<file path="src/rtl/hazard_pkg.sv">
// rtl/hazard_pkg.sv - shared types and constants for the pipeline hazard controller
package hazard_pkg;

  typedef enum logic [1:0] {
    FWD_RF  = 2'b00,
    FWD_WB  = 2'b01,
    FWD_MEM = 2'b10
  } fwd_sel_t;

  typedef enum logic [1:0] {
    ST_RUN      = 2'b00,
    ST_LU_STALL = 2'b01,
    ST_MEM_WAIT = 2'b10
  } hz_state_t;

  localparam int REG_ZERO = 0;

endpackage

</file>
<file path="src/rtl/hazard_fwd_sel.sv">
// rtl/hazard_fwd_sel.sv - E-stage operand forward select for one source register
module hazard_fwd_sel
  import hazard_pkg::*;
#(
  parameter int RW = 5
) (
  input  logic [RW-1:0] src,
  input  logic [RW-1:0] rdM,
  input  logic          regWrM,
  input  logic [RW-1:0] rdW,
  input  logic          regWrW,
  output fwd_sel_t      sel
);

  // M is younger than W, so its result wins when both target the same register
  always_comb begin
    sel = FWD_RF;
    if (src != RW'(REG_ZERO)) begin
      if (regWrM && (rdM == src)) begin
        sel = FWD_MEM;
      end else if (regWrW && (rdW == src)) begin
        sel = FWD_WB;
      end
    end
  end

endmodule

</file>
<file path="src/rtl/pipeline_hazard_ctrl.sv">
// rtl/pipeline_hazard_ctrl.sv - load-use/branch/memory-wait hazard control with E-stage forwarding
// Optional perf counters are built when HAZARD_PERF_CNT_EN is defined.
module pipeline_hazard_ctrl
  import hazard_pkg::*;
#(
  parameter int NREG     = 19,
  parameter int LU_STALL = 1,
  parameter int MEM_TMO  = 255,
  parameter int CNT_W    = 16,
  localparam int RW      = $clog2(NREG)
) (
  input  logic             clk,
  input  logic             reset,
  input  logic [RW-1:0]    rs1_d,
  input  logic [RW-1:0]    rs2_d,
  input  logic             use1_d,
  input  logic             use2_d,
  input  logic             valid_d,
  input  logic [RW-1:0]    rs1_e,
  input  logic [RW-1:0]    rs2_e,
  input  logic [RW-1:0]    rd_e,
  input  logic             regwr_e,
  input  logic             load_e,
  input  logic             pcsrc_e,
  input  logic [RW-1:0]    rd_m,
  input  logic             regwr_m,
  input  logic             mem_busy_m,
  input  logic [RW-1:0]    rd_w,
  input  logic             regwr_w,
  output logic [1:0]       fwd_a_e,
  output logic [1:0]       fwd_b_e,
  output logic             stall_f,
  output logic             stall_d,
  output logic             stall_e,
  output logic             stall_m,
  output logic             flush_d,
  output logic             flush_e,
  output logic             wb_valid_o,
  output logic             mem_tmo_o,
  output logic [CNT_W-1:0] stall_cnt_o,
  output logic [CNT_W-1:0] flush_cnt_o,
  output logic [CNT_W-1:0] fwd_cnt_o
);

  localparam int TW = (MEM_TMO < 2) ? 1 : $clog2(MEM_TMO + 1);

  hz_state_t     state, nextState;
  logic [1:0]    luCnt, nextLuCnt;
  logic [TW-1:0] tmoCnt;
  logic          memTmo;
  fwd_sel_t      fwdA, fwdB;
  logic          luHit;
  logic          sF, sD, sE, sM, fD, fE, wbValid;

  hazard_fwd_sel #(.RW(RW)) uFwdA (
    .src(rs1_e), .rdM(rd_m), .regWrM(regwr_m), .rdW(rd_w), .regWrW(regwr_w), .sel(fwdA)
  );

  hazard_fwd_sel #(.RW(RW)) uFwdB (
    .src(rs2_e), .rdM(rd_m), .regWrM(regwr_m), .rdW(rd_w), .regWrW(regwr_w), .sel(fwdB)
  );

  assign luHit = valid_d && load_e && regwr_e && (rd_e != RW'(REG_ZERO)) &&
                 ((use1_d && (rs1_d == rd_e)) || (use2_d && (rs2_d == rd_e)));

  always_ff @(posedge clk or posedge reset) begin
    if (reset) begin
      state <= ST_RUN;
      luCnt <= '0;
    end else begin
      state <= nextState;
      luCnt <= nextLuCnt;
    end
  end

  always_comb begin
    nextState = state;
    nextLuCnt = luCnt;
    sF        = 1'b0;
    sD        = 1'b0;
    sE        = 1'b0;
    sM        = 1'b0;
    fD        = 1'b0;
    fE        = 1'b0;
    wbValid   = 1'b1;
    case (state)
      ST_LU_STALL: begin
        if (mem_busy_m) begin
          {sF, sD, sE, sM} = 4'b1111;
          wbValid   = 1'b0;
          nextState = ST_MEM_WAIT;
        end else begin
          sF        = 1'b1;
          sD        = 1'b1;
          fE        = 1'b1;
          nextLuCnt = luCnt - 2'd1;
          if (luCnt == 2'd1) nextState = ST_RUN;
        end
      end
      default: begin
        // A released MEM_WAIT resolves exactly like RUN in the same cycle
        if (mem_busy_m) begin
          {sF, sD, sE, sM} = 4'b1111;
          wbValid   = 1'b0;
          nextState = ST_MEM_WAIT;
        end else if (pcsrc_e) begin
          fD        = 1'b1;
          fE        = 1'b1;
          nextState = ST_RUN;
        end else if (luHit) begin
          sF = 1'b1;
          sD = 1'b1;
          fE = 1'b1;
          if (LU_STALL > 1) begin
            nextState = ST_LU_STALL;
            nextLuCnt = 2'(LU_STALL - 1);
          end else begin
            nextState = ST_RUN;
          end
        end else begin
          nextState = ST_RUN;
        end
      end
    endcase
    if (reset) begin
      {sF, sD, sE, sM, fD, fE} = 6'b0;
      wbValid = 1'b1;
    end
  end

  always_ff @(posedge clk or posedge reset) begin
    if (reset) begin
      tmoCnt <= '0;
      memTmo <= 1'b0;
    end else if (!mem_busy_m) begin
      tmoCnt <= '0;
    end else begin
      if (tmoCnt != '1) tmoCnt <= tmoCnt + 1'b1;
      if ((MEM_TMO != 0) && (tmoCnt == TW'(MEM_TMO - 1))) memTmo <= 1'b1;
    end
  end

  assign fwd_a_e    = reset ? FWD_RF : fwdA;
  assign fwd_b_e    = reset ? FWD_RF : fwdB;
  assign stall_f    = sF;
  assign stall_d    = sD;
  assign stall_e    = sE;
  assign stall_m    = sM;
  assign flush_d    = fD;
  assign flush_e    = fE;
  assign wb_valid_o = wbValid;
  assign mem_tmo_o  = memTmo;

`ifdef HAZARD_PERF_CNT_EN
  logic [CNT_W-1:0] stallCnt, flushCnt, fwdCnt;
  logic             anyStall, anyFlush, anyFwd;

  assign anyStall = sF | sD | sE | sM;
  assign anyFlush = fD | fE;
  assign anyFwd   = (fwd_a_e != 2'b00) || (fwd_b_e != 2'b00);

  always_ff @(posedge clk or posedge reset) begin
    if (reset) begin
      stallCnt <= '0;
      flushCnt <= '0;
      fwdCnt   <= '0;
    end else begin
      if (anyStall && (stallCnt != '1)) stallCnt <= stallCnt + 1'b1;
      if (anyFlush && (flushCnt != '1)) flushCnt <= flushCnt + 1'b1;
      if (anyFwd && (fwdCnt != '1))     fwdCnt   <= fwdCnt + 1'b1;
    end
  end

  assign stall_cnt_o = stallCnt;
  assign flush_cnt_o = flushCnt;
  assign fwd_cnt_o   = fwdCnt;
`else
  assign stall_cnt_o = '0;
  assign flush_cnt_o = '0;
  assign fwd_cnt_o   = '0;
`endif

endmodule

</file>
<file path="config.mk">
export PLATFORM = sky130hd
export DESIGN_NAME = pipeline_hazard_ctrl
export DESIGN_NICKNAME = d
export VERILOG_FILES = /design/src/rtl/hazard_pkg.sv /design/src/rtl/hazard_fwd_sel.sv /design/src/rtl/pipeline_hazard_ctrl.sv
export SDC_FILE = /design/constraint.sdc
export NUM_CORES = 1
export LEC_CHECK = 0
export BUFFER_PORTS_ARGS = -buffer_cell sky130_fd_sc_hd__buf_2
export CAP_MARGIN = 25
export CORE_UTILIZATION = 40
export CTS_BUF_LIST = sky130_fd_sc_hd__clkbuf_4
export CTS_CLUSTER_SIZE = 28
export DETAILED_ROUTE_END_ITERATION = 6
export PLACE_DENSITY = 0.86
export SLEW_MARGIN = 0
export SYNTH_ARGS = -nofsm -noshare
export SYNTH_HDL_FRONTEND = slang
export SYNTH_HIERARCHICAL = 1
export SYNTH_SLANG_ARGS = --single-unit
</file>
<file path="constraint.sdc">
create_clock -name clk -period 2.05 [get_ports clk]
set_input_delay 0.3075 -clock clk [delete_from_list [all_inputs] [get_ports clk]]
set_output_delay 0.3075 -clock clk [all_outputs]
set_load 0.02 [all_outputs]
</file>
=== Yosys cells after proc, flatten, opt, wreduce, memory -nomap -nowiden ===
Cells that the tools add are included.

* Bits of input ports: 46
* Output and inout bits: 60
* Register bits after elaboration: 13

* Equality and inequality tests: 12
* Bitwise gates (word level): 1
* Reductions and logical operators: 16
* Multiplexer cells: 31
* Add/subtract/negate cells: 2

{| class="wikitable"
|+ Operators by type and width
! operator !! count
|-
| 5-bit equality test || 6
|-
| 2-bit two-way mux || 10
|-
| 1-bit two-way mux || 19
|-
| 8-bit two-way mux || 2
|-
| 5-bit nonzero test || 3
|-
| 1-bit logical AND || 10
|-
| 8-bit by 1-bit adder with 8-bit output (second input constant) || 1
|-
| 8-bit equality test (second input constant) || 1
|-
| 8-bit inequality test (second input constant) || 1
|-
| 2-bit by 1-bit equality test with 1-bit output (second input constant) || 2
|-
| 2-bit AND reduction || 2
|-
| 3-bit inequality test (second input constant) || 1
|-
| 2-bit by 1-bit inequality test with 1-bit output (second input constant) || 1
|-
| 2-bit by 1-bit subtractor with 2-bit output (second input constant) || 1
|-
| 1-bit logical OR || 1
|-
| 1-bit inverter || 1
|}

=== Longest topological paths before layout ===
Gate-level depths: netlist (run 1).

* Word-level depth: 9
* Depth in mapped cells: 6
* Depth with buffers taken out: 5

=== Cells and area by module ===
Netlist (run 1), hierarchy kept.

{| class="wikitable"
|+ Modules (own cells, without submodules)
! module !! area an instance (um^2) !! cells each !! instances !! seq. area each (um^2)
|-
| pipeline_hazard_ctrl || 1026.0 || 123 || 1 || 225.2
|-
| hazard_fwd_sel || 132.6 || 18 || 2 || 0.0
|}

=== Worst setup path before layout (run 1) ===
OpenSTA, ideal clock, no wires.

* Kind: input to output
* Start point: input port rd_e[3]
* End point: output port stall_f
* Data required time: 1.742 ns
* Stages on the path: 5
* Path slack: -0.260 ns
* Arrival time: 2.002 ns
* Cell sequence: xor2_1 > nor4_2 > a32oi_1 > o41ai_1 > buf_4

* Cells in the longest elaborated chain, start to end: 9

{| class="wikitable"
|+ Ends and longest elaborated chain
! element !! line !! source
|-
| start, declared || pipeline_hazard_ctrl.sv:21 || <nowiki>input logic [RW-1:0] rd_e,</nowiki>
|-
| 5-bit equality test || pipeline_hazard_ctrl.sv:64 || <nowiki>((use1_d && (rs1_d == rd_e)) || (use2_d && (rs2_d == rd_e)));</nowiki>
|-
| 1-bit logical AND || pipeline_hazard_ctrl.sv:64 ||
|-
| 1-bit logical OR || pipeline_hazard_ctrl.sv:64 ||
|-
| 1-bit logical AND (*) || pipeline_hazard_ctrl.sv:63 || <nowiki>assign luHit = valid_d && load_e && regwr_e && (rd_e != RW'(REG_ZERO)) &&</nowiki>
|-
| 1-bit two-way mux (*) (5 in series) || - ||
|-
| end, declared || pipeline_hazard_ctrl.sv:32 || <nowiki>output logic stall_f,</nowiki>
|}

Every way passes the cells marked *; elsewhere a longest branch is shown, timed or not.

=== Worst setup path in the final report (run 1) ===
* Start point: input port rd_e[3]
* End point: output port stall_d

* Cells in the longest elaborated chain, start to end: 9

{| class="wikitable"
|+ Ends and longest elaborated chain
! element !! line !! source
|-
| 5-bit equality test || pipeline_hazard_ctrl.sv:64 ||
|-
| 1-bit logical AND || pipeline_hazard_ctrl.sv:64 ||
|-
| 1-bit logical OR || pipeline_hazard_ctrl.sv:64 ||
|-
| 1-bit logical AND (*) || pipeline_hazard_ctrl.sv:63 ||
|-
| 1-bit two-way mux (*) || pipeline_hazard_ctrl.sv:110 || <nowiki>end else if (luHit) begin</nowiki>
|-
| 1-bit two-way mux (*) || pipeline_hazard_ctrl.sv:106 || <nowiki>end else if (pcsrc_e) begin</nowiki>
|-
| 1-bit two-way mux (*) || pipeline_hazard_ctrl.sv:102 || <nowiki>if (mem_busy_m) begin</nowiki>
|-
| 1-bit two-way mux (*) || pipeline_hazard_ctrl.sv:86 || <nowiki>case (state)</nowiki>
|-
| 1-bit two-way mux (*) || pipeline_hazard_ctrl.sv:125 || <nowiki>if (reset) begin</nowiki>
|-
| end, declared || pipeline_hazard_ctrl.sv:33 || <nowiki>output logic stall_d,</nowiki>
|}

Marks and branches as above.

==> metrics.md, run 1 <==
| Metric | Value |
|---|---|
| Status | `complete, no violations` |
| Die Y | `58.8 µm` |
| Max Root-Sink Buffers | `2` |
| I/O Pins | `around 110` |
| Max IR drop VDD | `~0.24 mV` |
| Clock Tree Root | `clkbuf_4` |
| Synth Area per Inst | `8.12 µm²` |
| PostCTS Resize Cnt | `0` |
| Critical-path maximum fanout | `3` |
| RD Place Congestion | `0.799` |
| Crit-path leading delay family | `compound AO/OA/AOI/OAI gates` |
| Total grt overflow | `0` |
| Final setup fails | `0` |
| Post-synth EDFFs | `0` |
| Final Skew | `roughly 2.4 ps` |
| Core area | `0.00305 mm²` |
| P_leak | `a little under 0.0008 µW` |
| Global-route wire length before repair | `around 3.9 mm` |
| Vias | `about 1100` |
| Pwr Total | `between 500 and 600 µW` |
| # diodes | `0` |
| Cell Chain, Critical Path | `buf_2 -> xor2_1 -> nor4_2 -> a32oi_1 -> o41ai_2 -> buf_2` |
| H-tree levels | `1` |
| Crit-path most repeated cell | `buf_2` |
| Yosys warning total | `6` |
| FF-to-FF setup slack | `around 410 ps` |
| Unrepaired setup endpoints after global routing | `no` |
| Fin crit share | `between 90% and 100%` |
| Layout cells sized above 1 | `between 20% and 30%` |
| Initial core utilization | `42.3%` |
| Count leader, synth | `buf_4` |
| Clk sinks | `9` |
| Dpl hpwl | `between 2 and 2.5 mm` |
| FF/Latch Area | `225 µm²` |
| Arrival time at the worst endpoint | `1600 ps` |
| Clock transition at the registers of the reported paths | `roughly 60 ps` |
| Largest net degree at the start of global routing | `10` |
| Critical setup path kind | `input port to output port` |
| Setup crit end kind | `output port` |
| CTS Buf Count | `3` |
| Async set-reset flop share out of synthesis | `100%` |
| Crit-path max cell delay | `320 ps` |
| Max Slew Vio Count | `0` |
| Cell Pwr Density | `~390 mW/mm²` |
| Wire per inst | `around 9.8 µm` |
| Layout Nets | `266` |
| Initial DRC count | `between 60 and 70` |
| Hold Vio Cnt, Final | `0` |
| Synth top area cells | `buf_4 (29%), dfrtp_1 (17%), xnor2_1 (11%), xor2_1 (11%), nand4_1 (2.4%)` |
| Worst EP required | `about 1700 ps` |
| Num rows | `20` |
| Yosys top cell by area | `buf_4` |
| Synth top area share | `approximately 29%` |
| Fmax | `between 500 and 600 MHz` |
| CTS tree | `yes` |
| Chip Width | `just under 60 µm` |
| Setup TNS | `0 ps` |
| First drt pass iteration count | `4` |
| Cell Area, Synth | `0.00129 mm²` |
| Skew-Pair Late Insertion Delay | `between 200 and 300 ps` |
| Seq/Total Area, Yosys | `17.4%` |
| Routed WL | `2.56 mm` |
| Synth cell types | `31` |
| Initial antenna violation count | `0` |
| Top cells by count, synth | `buf_4 (50), xnor2_1 (16), xor2_1 (16)` |
| GRT Total Usage | `between 10% and 20%` |
| Number of buffers added for setup after CTS | `0` |
| IO Port Bufs | `57` |
| Fin crit period | `around 1900 ps` |
| Post-DRT Antenna Nets | `0` |
| Syn Inst Count | `159` |
| FF+latch count, synth | `9` |
| Cts hold-fix bufs | `0` |
| CP Buf/Inv Count | `2` |
| Max-cap violations | `0` |
| Fillers | `around 320` |
| Main flop type after synthesis | `dfrtp_1` |
| P&R area growth vs syn | `14.1%` |
| Critical Path Source Type | `input port` |
| Vias per cell | `between 4 and 5` |
| Die area | `between 0.003 and 0.004 mm²` |
| HP Class | `input port to async pin` |
| Slowest CP cell | `o41ai_2` |
| DRC violations left | `0` |
| Vias in the first global route | `just under 1000` |
| Area occupied by multi-input gates | `approximately 850 µm²` |
[flip-flops by register name, indices dropped and copies added, names as in the netlist]
signal,cells
tmoCnt,8
mem_tmo_o,1
[per-layer routing]
layer	part of all wire [%]	global-route usage (%)	routed length, µm
met2	51	26.8	1300
met3	9.0	5.49	230
met4	0.47	2.72	12
met5	0	0	0
met1	40	16.7	1020
[cells by family after synthesis]
logic type | count (synthesis) | synth area share, %
buffers and inverters | 57 | 31.2
and+or+nand+nor | 42 | 18.5
xor gates and xnor gates | 32 | 21.7
AOI/OAI and AO/OA | 16 | 8.91
DFF | 9 | 17.4
adders and majority gates | 2 | 1.94
other | 1 | 0.290
[area by class of cell]
class / instances / share of cell area [%]
repair buffers: 58 / 19.9
well taps: 44 / 3.74
clock buffers: 4 / 2.04
inverters: 6 / 1.53
multi-input cells: 140 / 57.5
flip-flops and latches: 9 / 15.3
[worst min-delay path: cells and delay by family]
| kind | cells | cell delay, ps |
|---|---|---|
| buffers and inverters | 3 | 400 |
[power by group]
part	internal (µW)	switching (µW)	total [µW]
combinational	81.7	163	244
clock	88.0	58.6	147
sequential	182	6.98	189
[layout by cell type, fill, tap and decap left out, drive strengths merged]
cell type | Yosys | routed
and4 | 1 | 1
a21oi | 1 | 1
nand4 | 5 | 5
a211oi | 2 | 2
inv | 6 | 6
nand3 | 4 | 4
dfrtp | 9 | 9
or4 | 3 | 3
nor3b | 1 | 1
o21bai | 1 | 1
nor2 | 8 | 8
nor4 | 4 | 4
nand2 | 6 | 6
xor2 | 16 | 16
and3 | 1 | 1
o311ai | 1 | 1
nor4b | 2 | 2
nor3 | 2 | 2
xnor2 | 16 | 16
o2111ai | 1 | 1
a32oi | 1 | 1
o41ai | 3 | 3
o21ai | 2 | 2
clkbuf | 1 | 4
and2 | 1 | 1
buf | 50 | 58
conb | 1 | 48
nor2b | 4 | 4
ha | 2 | 2
a31oi | 4 | 4
[final timing paths]
path,startpoint,to,cells after the start
max in group asynchronous,reset,tmoCnt[5],3
min in group clk,mem_busy_m,tmoCnt[2],3
max reg2reg,tmoCnt[0],tmoCnt[5],5
max,rd_e[3],stall_d,6
min,reset,tmoCnt[7],3
min reg2reg,mem_tmo_o,mem_tmo_o,1
[stage by stage]
| stage | instance area (µm²) | utilization [%] | instances | setup WS, ps | hold WS [ps] |
|---|---|---|---|---|---|
| after floorplan | 1480 | - | 206 | 50.0 | 143 |
| after global placement | 1440 | 47.3 | 257 | 165 | 385 |
| after detailed placement | 1440 | 47.3 | 257 | 132 | 391 |
| after CTS | 1470 | 48.2 | 261 | 127 | 111 |
| after global routing | 1470 | 48.2 | 261 | 37.0 | 141 |
| final | 1470 | 48.2 | 261 | 142 | 113 |
(Power assumes the default switching activity.)
==> run 2: changes to the inputs <==
Settings changed: BUFFER_PORTS_ARGS -buffer_cell sky130_fd_sc_hd__buf_2 to -buffer_cell sky130_fd_sc_hd__buf_4.
==> run 2 against run 1 <==
- non-clock buffer count did not move
- largest cell class unchanged
- largest power group unchanged
- die area unchanged
- sequential power hardly changed
- utilization grew 4.9 points
- hold slack got worse by 19 ps
- clock power hardly changed
- routed wire length is 13% higher
==> metrics.md, run 2 (synthesis results as in run 1) <==
| Metric | Value |
|---|---|
| Vias in the first global route | `1015 (+4.5%)` |
| Post-DRT Antenna Nets | `0 (unchanged)` |
| IO Port Bufs | `57 (unchanged)` |
| Dpl hpwl | `2.48 mm (+12%)` |
| Setup TNS | `0 ps (unchanged)` |
| Met3 wire length | `288 µm (+25%)` |
| Routed WL | `2.90 mm (+13%)` |
| Most common cell after layout, fill and taps aside | `buf_4` |
| Core area | `0.00305 mm² (unchanged)` |
| Max Used Layer | `met4` |
| P_leak | `0.000819 µW (+6.0%)` |
| PostCTS Resize Cnt | `0 (unchanged)` |
| P&R area growth vs syn | `25.7%` |
| Most flops, register | `tmoCnt` |
| Initial DRC count | `25 (-59%)` |
| Fin crit share | `95.1% (+2.0 points)` |
| Hold Vio Cnt, Final | `0 (unchanged)` |
| Vias | `1164 (+2.4%)` |
| Cell Chain, Critical Path | `buf_4 -> xor2_1 -> nor4_2 -> a32oi_1 -> o41ai_2 -> buf_4` |
| Largest net degree at the start of global routing | `10 (unchanged)` |
| HP Class | `input port to async pin` |
| Number of buffers added for setup after CTS | `0 (unchanged)` |
| Crit-path max cell delay | `360 ps (+40 ps)` |
| Cells after DPL | `257 (unchanged)` |
| Max Slew Vio Count | `0 (unchanged)` |
| Critical setup path kind | `input port to output port` |
| Chip Width | `58.8 µm (unchanged)` |
| Critical-path maximum fanout | `3 (unchanged)` |
| Status | `complete, no violations` |
| Clock Tree Root | `clkbuf_4` |
| Switching power | `233 µW (+2.1%)` |
| DRC violations left | `0 (unchanged)` |
| Final core utilization | `53.2% (+4.9 points)` |
| Max FFs per register | `8 (unchanged)` |
| Cts hold-fix bufs | `0 (unchanged)` |
| Max-cap violations | `0 (unchanged)` |
| Cell Int Power | `381 µW (+8.2%)` |
| Unrepaired setup endpoints after global routing | `no` |
| Max Root-Sink Buffers | `2 (unchanged)` |
| Met2 wire length | `1.61 mm (+24%)` |
| CTS Buf Count | `3 (unchanged)` |
| Fmax | `513 MHz (-2.1%)` |
| R2R Path End | `tmoCnt[7]` |
| Slowest CP cell | `o41ai_2` |
| Most frequent cells in the layout | `buf_4 (58), conb_1 (48), xnor2_1 (16), xor2_1 (16), dfrtp_1 (9)` |
| R2r startpoint | `tmoCnt[0]` |
| RD Place Congestion | `0.818 (+2.4%)` |
| Fillers | `324 (+2.9%)` |
| Logic gate share of total power | `44.9% (+2.8 points)` |
| Cell Pwr Density | `378 mW/mm² (-4.0%)` |
| Die area | `0.00346 mm² (unchanged)` |
| Final std cells w/o fill | `261 (unchanged)` |
| Switching share of total power | `38.0% (-1.4 points)` |
| Skew-Pair Late Insertion Delay | `260 ps (about the same)` |
| Final Skew | `1.89 ps (-0.500 ps)` |
| Wire per inst | `11.1 µm (+13%)` |
| Layout cells sized above 1 | `30.0% (+0.46 points)` |
| First drt pass iteration count | `4 (unchanged)` |
| Total grt overflow | `0 (unchanged)` |
| Setup crit end kind | `output port` |
| CTS tree | `yes` |
| Clock transition at the registers of the reported paths | `60 ps (about the same)` |
| Final setup fails | `0 (unchanged)` |
| Initial core utilization | `42.3% (unchanged)` |
| Initial antenna violation count | `0 (unchanged)` |
| Arrival time at the worst endpoint | `1640 ps (+40 ps)` |
| Critical Path Source Type | `input port` |
| Global-route wire length before repair | `4.13 mm (+5.5%)` |
| Crit-path most repeated cell | `buf_4` |
| Sequential share of power | `30.8% (-1.8 points)` |
| Vias per cell | `4.46 (+2.4%)` |
| Reg2Reg Depth | `4 (-1)` |
| GRT Total Usage | `15.6% (+0.80 points)` |
| FF-to-FF setup slack | `440 ps (+30 ps)` |
| Die Y | `58.8 µm (unchanged)` |
| Worst EP required | `1740 ps (about the same)` |
| I/O Pins | `106 (unchanged)` |
| Fin crit period | `1950 ps (+41.6 ps)` |
| Max IR drop VDD | `0.216 mV (-11%)` |
| Clk sinks | `9 (unchanged)` |
| # diodes | `0 (unchanged)` |
| Layout Nets | `266 (unchanged)` |
| Clock share of power | `24.3% (-1.0 points)` |
| H-tree levels | `1 (unchanged)` |
| Met1 wire length | `995 µm (-2.3%)` |
| Num rows | `20 (unchanged)` |
run 2: cell counts in the layout (fill, tap and decap cells not counted):
Identical to the previous run, type by type.
run 2: critical path: cells and delay by family:
kind / cells / cell delay (ps)
AND/OR/NAND/NOR: 1 / 290
buffers and inverters: 2 / 330
XOR/XNOR: 1 / 160
AO/OA/AOI/OAI: 2 / 550
run 2: worst max path at each step:
| stage | depth (start not counted) | startpoint | endpoint | slack, ps |
|---|---|---|---|---|
| 6_report | 6 | rd_e[3] | stall_d | 100 |
| 3_5_place_dp | 6 | rd_e[3] | flush_e | 70 |
| 5_1_grt | 6 | rd_e[3] | stall_d | 3 |
| 3_3_place_gp | 6 | rd_e[3] | stall_d | 160 |
| 2_1_floorplan | 5 | rd_e[3] | stall_f | 50 |
| 4_1_cts | 6 | rd_e[3] | flush_e | 70 |
run 2: stage by stage:
| step | setup slack [ps] | total power [µW] | hold slack (ps) | cell area (µm²) |
|---|---|---|---|---|
| 2_1_floorplan | 50.0 | 423 | 143 | 1480 |
| 3_3_place_gp | 161 | 461 | 368 | 1590 |
| 3_5_place_dp | 73.6 | 466 | 368 | 1590 |
| 4_1_cts | 73.1 | 616 | 91.0 | 1620 |
| 5_1_grt | 2.62 | 656 | 92.4 | 1620 |
| 6_report | 101 | 614 | 93.4 | 1620 |
run 2: power groups by stage:
stage          logic, µW  registers [µW]  clock network (µW)
2_1_floorplan        232             191                   0
3_3_place_gp         269             192                   0
3_5_place_dp         274             192                   0
4_1_cts              275             189                 153
5_1_grt              298             190                 168
6_report             276             189                 149
run 2: final cells by class:
cell class                      count  area [µm²]  share of cell area [%]
Clock buffer                        4        30.0                    1.85
Inverter                            6        22.5                    1.39
Multi-Input combinational cell    140         855                    52.7
Sequential cell                     9         225                    13.9
Tap cell                           44        55.1                    3.39
Timing Repair Buffer               58         435                    26.8
run 2: metal layers:
| layer | global-route usage, % | vias to the layer above |
|---|---|---|
| li1 | - | 562 |
| met1 | 14.9 | 541 |
| met2 | 32.3 | 59 |
| met3 | 5.27 | 2 |
| met4 | 2.04 | 0 |
| met5 | 0 | - |
==> run 3: changes to the inputs <==
Settings changed: ABC_AREA set to 1, CORE_UTILIZATION 40 to 44, PLACE_DENSITY 0.86 to 0.87.
==> run 3 against run 2 <==
- design area rose by 18%
- synthesized area rose by 26%
- count of clock-buffer cells in the layout did not move
- combinational power rose by 12%
- non-clock buffer count fell by 1
- critical path type unchanged
- highest routed layer unchanged
==> metrics.md, run 3 <==
| Metric | Value |
|---|---|
| IO Port Bufs | `57 (unchanged)` |
| H-tree levels | `1 (unchanged)` |
| Post-synthesis adder-cell area fraction | `1.54% (-0.40 points)` |
| Layout Nets | `401 (+51%)` |
| Fillers | `394 (+22%)` |
| Final Skew | `2.83 ps (+0.942 ps)` |
| Max FFs per register | `8 (unchanged)` |
| Simple-gate area share of the yosys netlist | `41.7% (+23 points)` |
| Hold Vio Cnt, Final | `0 (unchanged)` |
| Main combinational cell family by area after synthesis | `simple AND/OR/NAND/NOR gates` |
| Top cells by count, synth | `nand2_1 (91), buf_4 (50), inv_1 (46)` |
| P_leak | `0.00126 µW (+54%)` |
| Setup crit end kind | `output port` |
| First drt pass iteration count | `4 (unchanged)` |
| CTS tree | `yes` |
| Cts hold-fix bufs | `0 (unchanged)` |
| Number of buffers added for setup after CTS | `0 (unchanged)` |
| Initial core utilization | `47.3% (+5.0 points)` |
| Clock Tree Root | `clkbuf_4` |
| HP Class | `input port to async pin` |
| Main flop type after synthesis | `dfrtp_1` |
| Routed WL | `3.19 mm (+10%)` |
| # diodes | `0 (unchanged)` |
| XOR/XNOR Fraction of Synth Area | `0% (-22 points)` |
| Wire per inst | `8.02 µm (-28%)` |
| Initial DRC count | `75 (+200%)` |
| Post-DRT Antenna Nets | `0 (unchanged)` |
| Post-route setup slack | `509 ps (+408 ps)` |
| Max-cap violations | `0 (unchanged)` |
| Setup TNS | `0 ps (unchanged)` |
| Chip Width | `62.8 µm (+6.9%)` |
| Synth top area cells | `buf_4 (23%), nand2_1 (21%), dfrtp_1 (14%), inv_1 (11%), nor2_1 (9.2%)` |
| Skew-Pair Late Insertion Delay | `260 ps (about the same)` |
| Die Y | `62.8 µm (+6.9%)` |
| FF/Latch Area | `225 µm² (unchanged)` |
| Pwr Total | `647 µW (+5.3%)` |
| Dpl hpwl | `2.84 mm (+14%)` |
| Fin crit period | `1540 ps (-408 ps)` |
| I/O Pins | `106 (unchanged)` |
| Vias in the first global route | `1427 (+41%)` |
| Yosys top cell by area | `buf_4` |
| Initial antenna violation count | `0 (unchanged)` |
| PostCTS Resize Cnt | `0 (unchanged)` |
| Synth Area in Compound Gates | `4.61% (-4.3 points)` |
| Critical setup path kind | `input port to output port` |
| Reg2Reg Depth | `7 (+3)` |
| Fin crit share | `75.2% (-20 points)` |
| Seq/Total Area, Yosys | `13.8% (-3.6 points)` |
| RD Place Congestion | `0.833 (+1.8%)` |
| Synth Area per Inst | `5.50 µm² (-32%)` |
| Arrival time at the worst endpoint | `1230 ps (-410 ps)` |
| Clk sinks | `9 (unchanged)` |
| Status | `complete, no violations` |
| Async set-reset flop share out of synthesis | `100% (unchanged)` |
| Post-route cell area | `0.00192 mm² (+18%)` |
| P&R area growth vs syn | `18.0%` |
| Mux cell area share after synthesis | `0% (unchanged)` |
| Setup Slack @ Placement | `479 ps (+406 ps)` |
| Fmax | `649 MHz (+26%)` |
| Largest net degree at the start of global routing | `11 (+1)` |
| Critical Path Source Type | `input port` |
| Vias per cell | `4.13 (-7.4%)` |
| Total grt overflow | `0 (unchanged)` |
| Die area | `0.00395 mm² (+14%)` |
| Worst EP required | `1740 ps (about the same)` |
| Placed inst area | `0.00189 mm² (+19%)` |
| Global-route wire length before repair | `5.62 mm (+36%)` |
| R2r startpoint | `tmoCnt[0]` |
| Cell Pwr Density | `336 mW/mm² (-11%)` |
| Syn Inst Count | `296 (+86%)` |
| Synth cell types | `26 (-16%)` |
| Num rows | `21 (+5.0%)` |
| GRT Total Usage | `17.2% (+1.5 points)` |
| CTS Buf Count | `3 (unchanged)` |
| Layout cells sized above 1 | `24.4% (-5.5 points)` |
| Yosys warning total | `6 (unchanged)` |
| Area occupied by multi-input gates | `960 µm² (+12%)` |
| Synth top area share | `23.0% (-6.0 points)` |
| Max Slew Vio Count | `0 (unchanged)` |
| Final setup fails | `0 (unchanged)` |
| Post-synth EDFFs | `0 (unchanged)` |
| Most common cell after layout, fill and taps aside | `nand2_1` |
| R2R Path End | `tmoCnt[5]` |
| Most frequent cells in the layout | `nand2_1 (91), buf_4 (57), conb_1 (48)` |
| FF+latch count, synth | `9 (unchanged)` |
| Max Root-Sink Buffers | `2 (unchanged)` |
| Cell Area, Synth | `0.00163 mm² (+26%)` |
| Core area | `0.00344 mm² (+13%)` |
| Critical-path maximum fanout | `4 (+1)` |
| Max IR drop VDD | `0.123 mV (-43%)` |
| Final core utilization | `55.8% (+2.7 points)` |
| FF-to-FF setup slack | `770 ps (+330 ps)` |
| Unrepaired setup endpoints after global routing | `no` |
| Vias | `1644 (+41%)` |
| Most flops, register | `tmoCnt` |
| Clock transition at the registers of the reported paths | `60 ps (about the same)` |
| Count leader, synth | `nand2_1` |
| DRC violations left | `0 (unchanged)` |
==> run 3: power breakdown <==
group	total, µW	switching (µW)	internal, µW	leakage [µW]
clock	151	62.6	88.3	0.0000184
sequential	188	5.32	182	0.000123
combinational	308	198	110	0.00112
total	647	266	381	0.00126
==> run 3: cells by family (layout without fill, tap and decap cells) <==
| family | after synthesis | in the layout |
|---|---|---|
| AND/OR/NAND/NOR | 160 | 160 |
| buffers and inverters | 111 | 120 |
| AO/OA/AOI/OAI | 13 | 13 |
| flip-flops | 9 | 9 |
| adder cells (fa/ha/maj) | 2 | 2 |
| other | 1 | 48 |
==> run 3: worst max-delay path: stages <==
cell	delay, ps
buf_4	110
inv_1	110
nand2_1	60
nand2_1	50
nor2_1	30
nand2_1	120
nor2_2	40
nor2_1	100
inv_1	40
nor2_1	100
buf_4	160
==> run 3: worst max-delay path by stage <==
stage / cells after the start / startpoint / to / slack, ps
2_1_floorplan: 5 / reset / stall_f / 330
3_3_place_gp: 11 / rs2_e[4] / fwd_b_e[0] / 510
3_5_place_dp: 11 / rs2_e[0] / fwd_b_e[0] / 480
6_report: 11 / rs1_e[0] / fwd_a_e[0] / 510
4_1_cts: 11 / rs2_e[0] / fwd_b_e[0] / 480
5_1_grt: 11 / rs2_e[4] / fwd_b_e[0] / 370
==> run 3: final cells by class <==
class | instances | area share [%]
sequential | 9 | 11.7
timing repair buffer | 57 | 22.3
clock buffer | 4 | 1.56
inverter | 59 | 11.5
tap | 46 | 2.99
multi-input combinational | 223 | 49.9
==> run 3: metrics by stage <==
stage               std cells  hold WS [ps]
CTS                       398          61.0
global placement          394           348
detailed placement        394           344
floorplan                 343           319
global route              398          70.7
finish                    398          53.9
==> run 3: layer usage <==
metal	global-route usage, %	routed length (µm)
met3	2.01	199
met5	0	0
met4	5.23	13
met1	19.0	1300
met2	33.6	1680
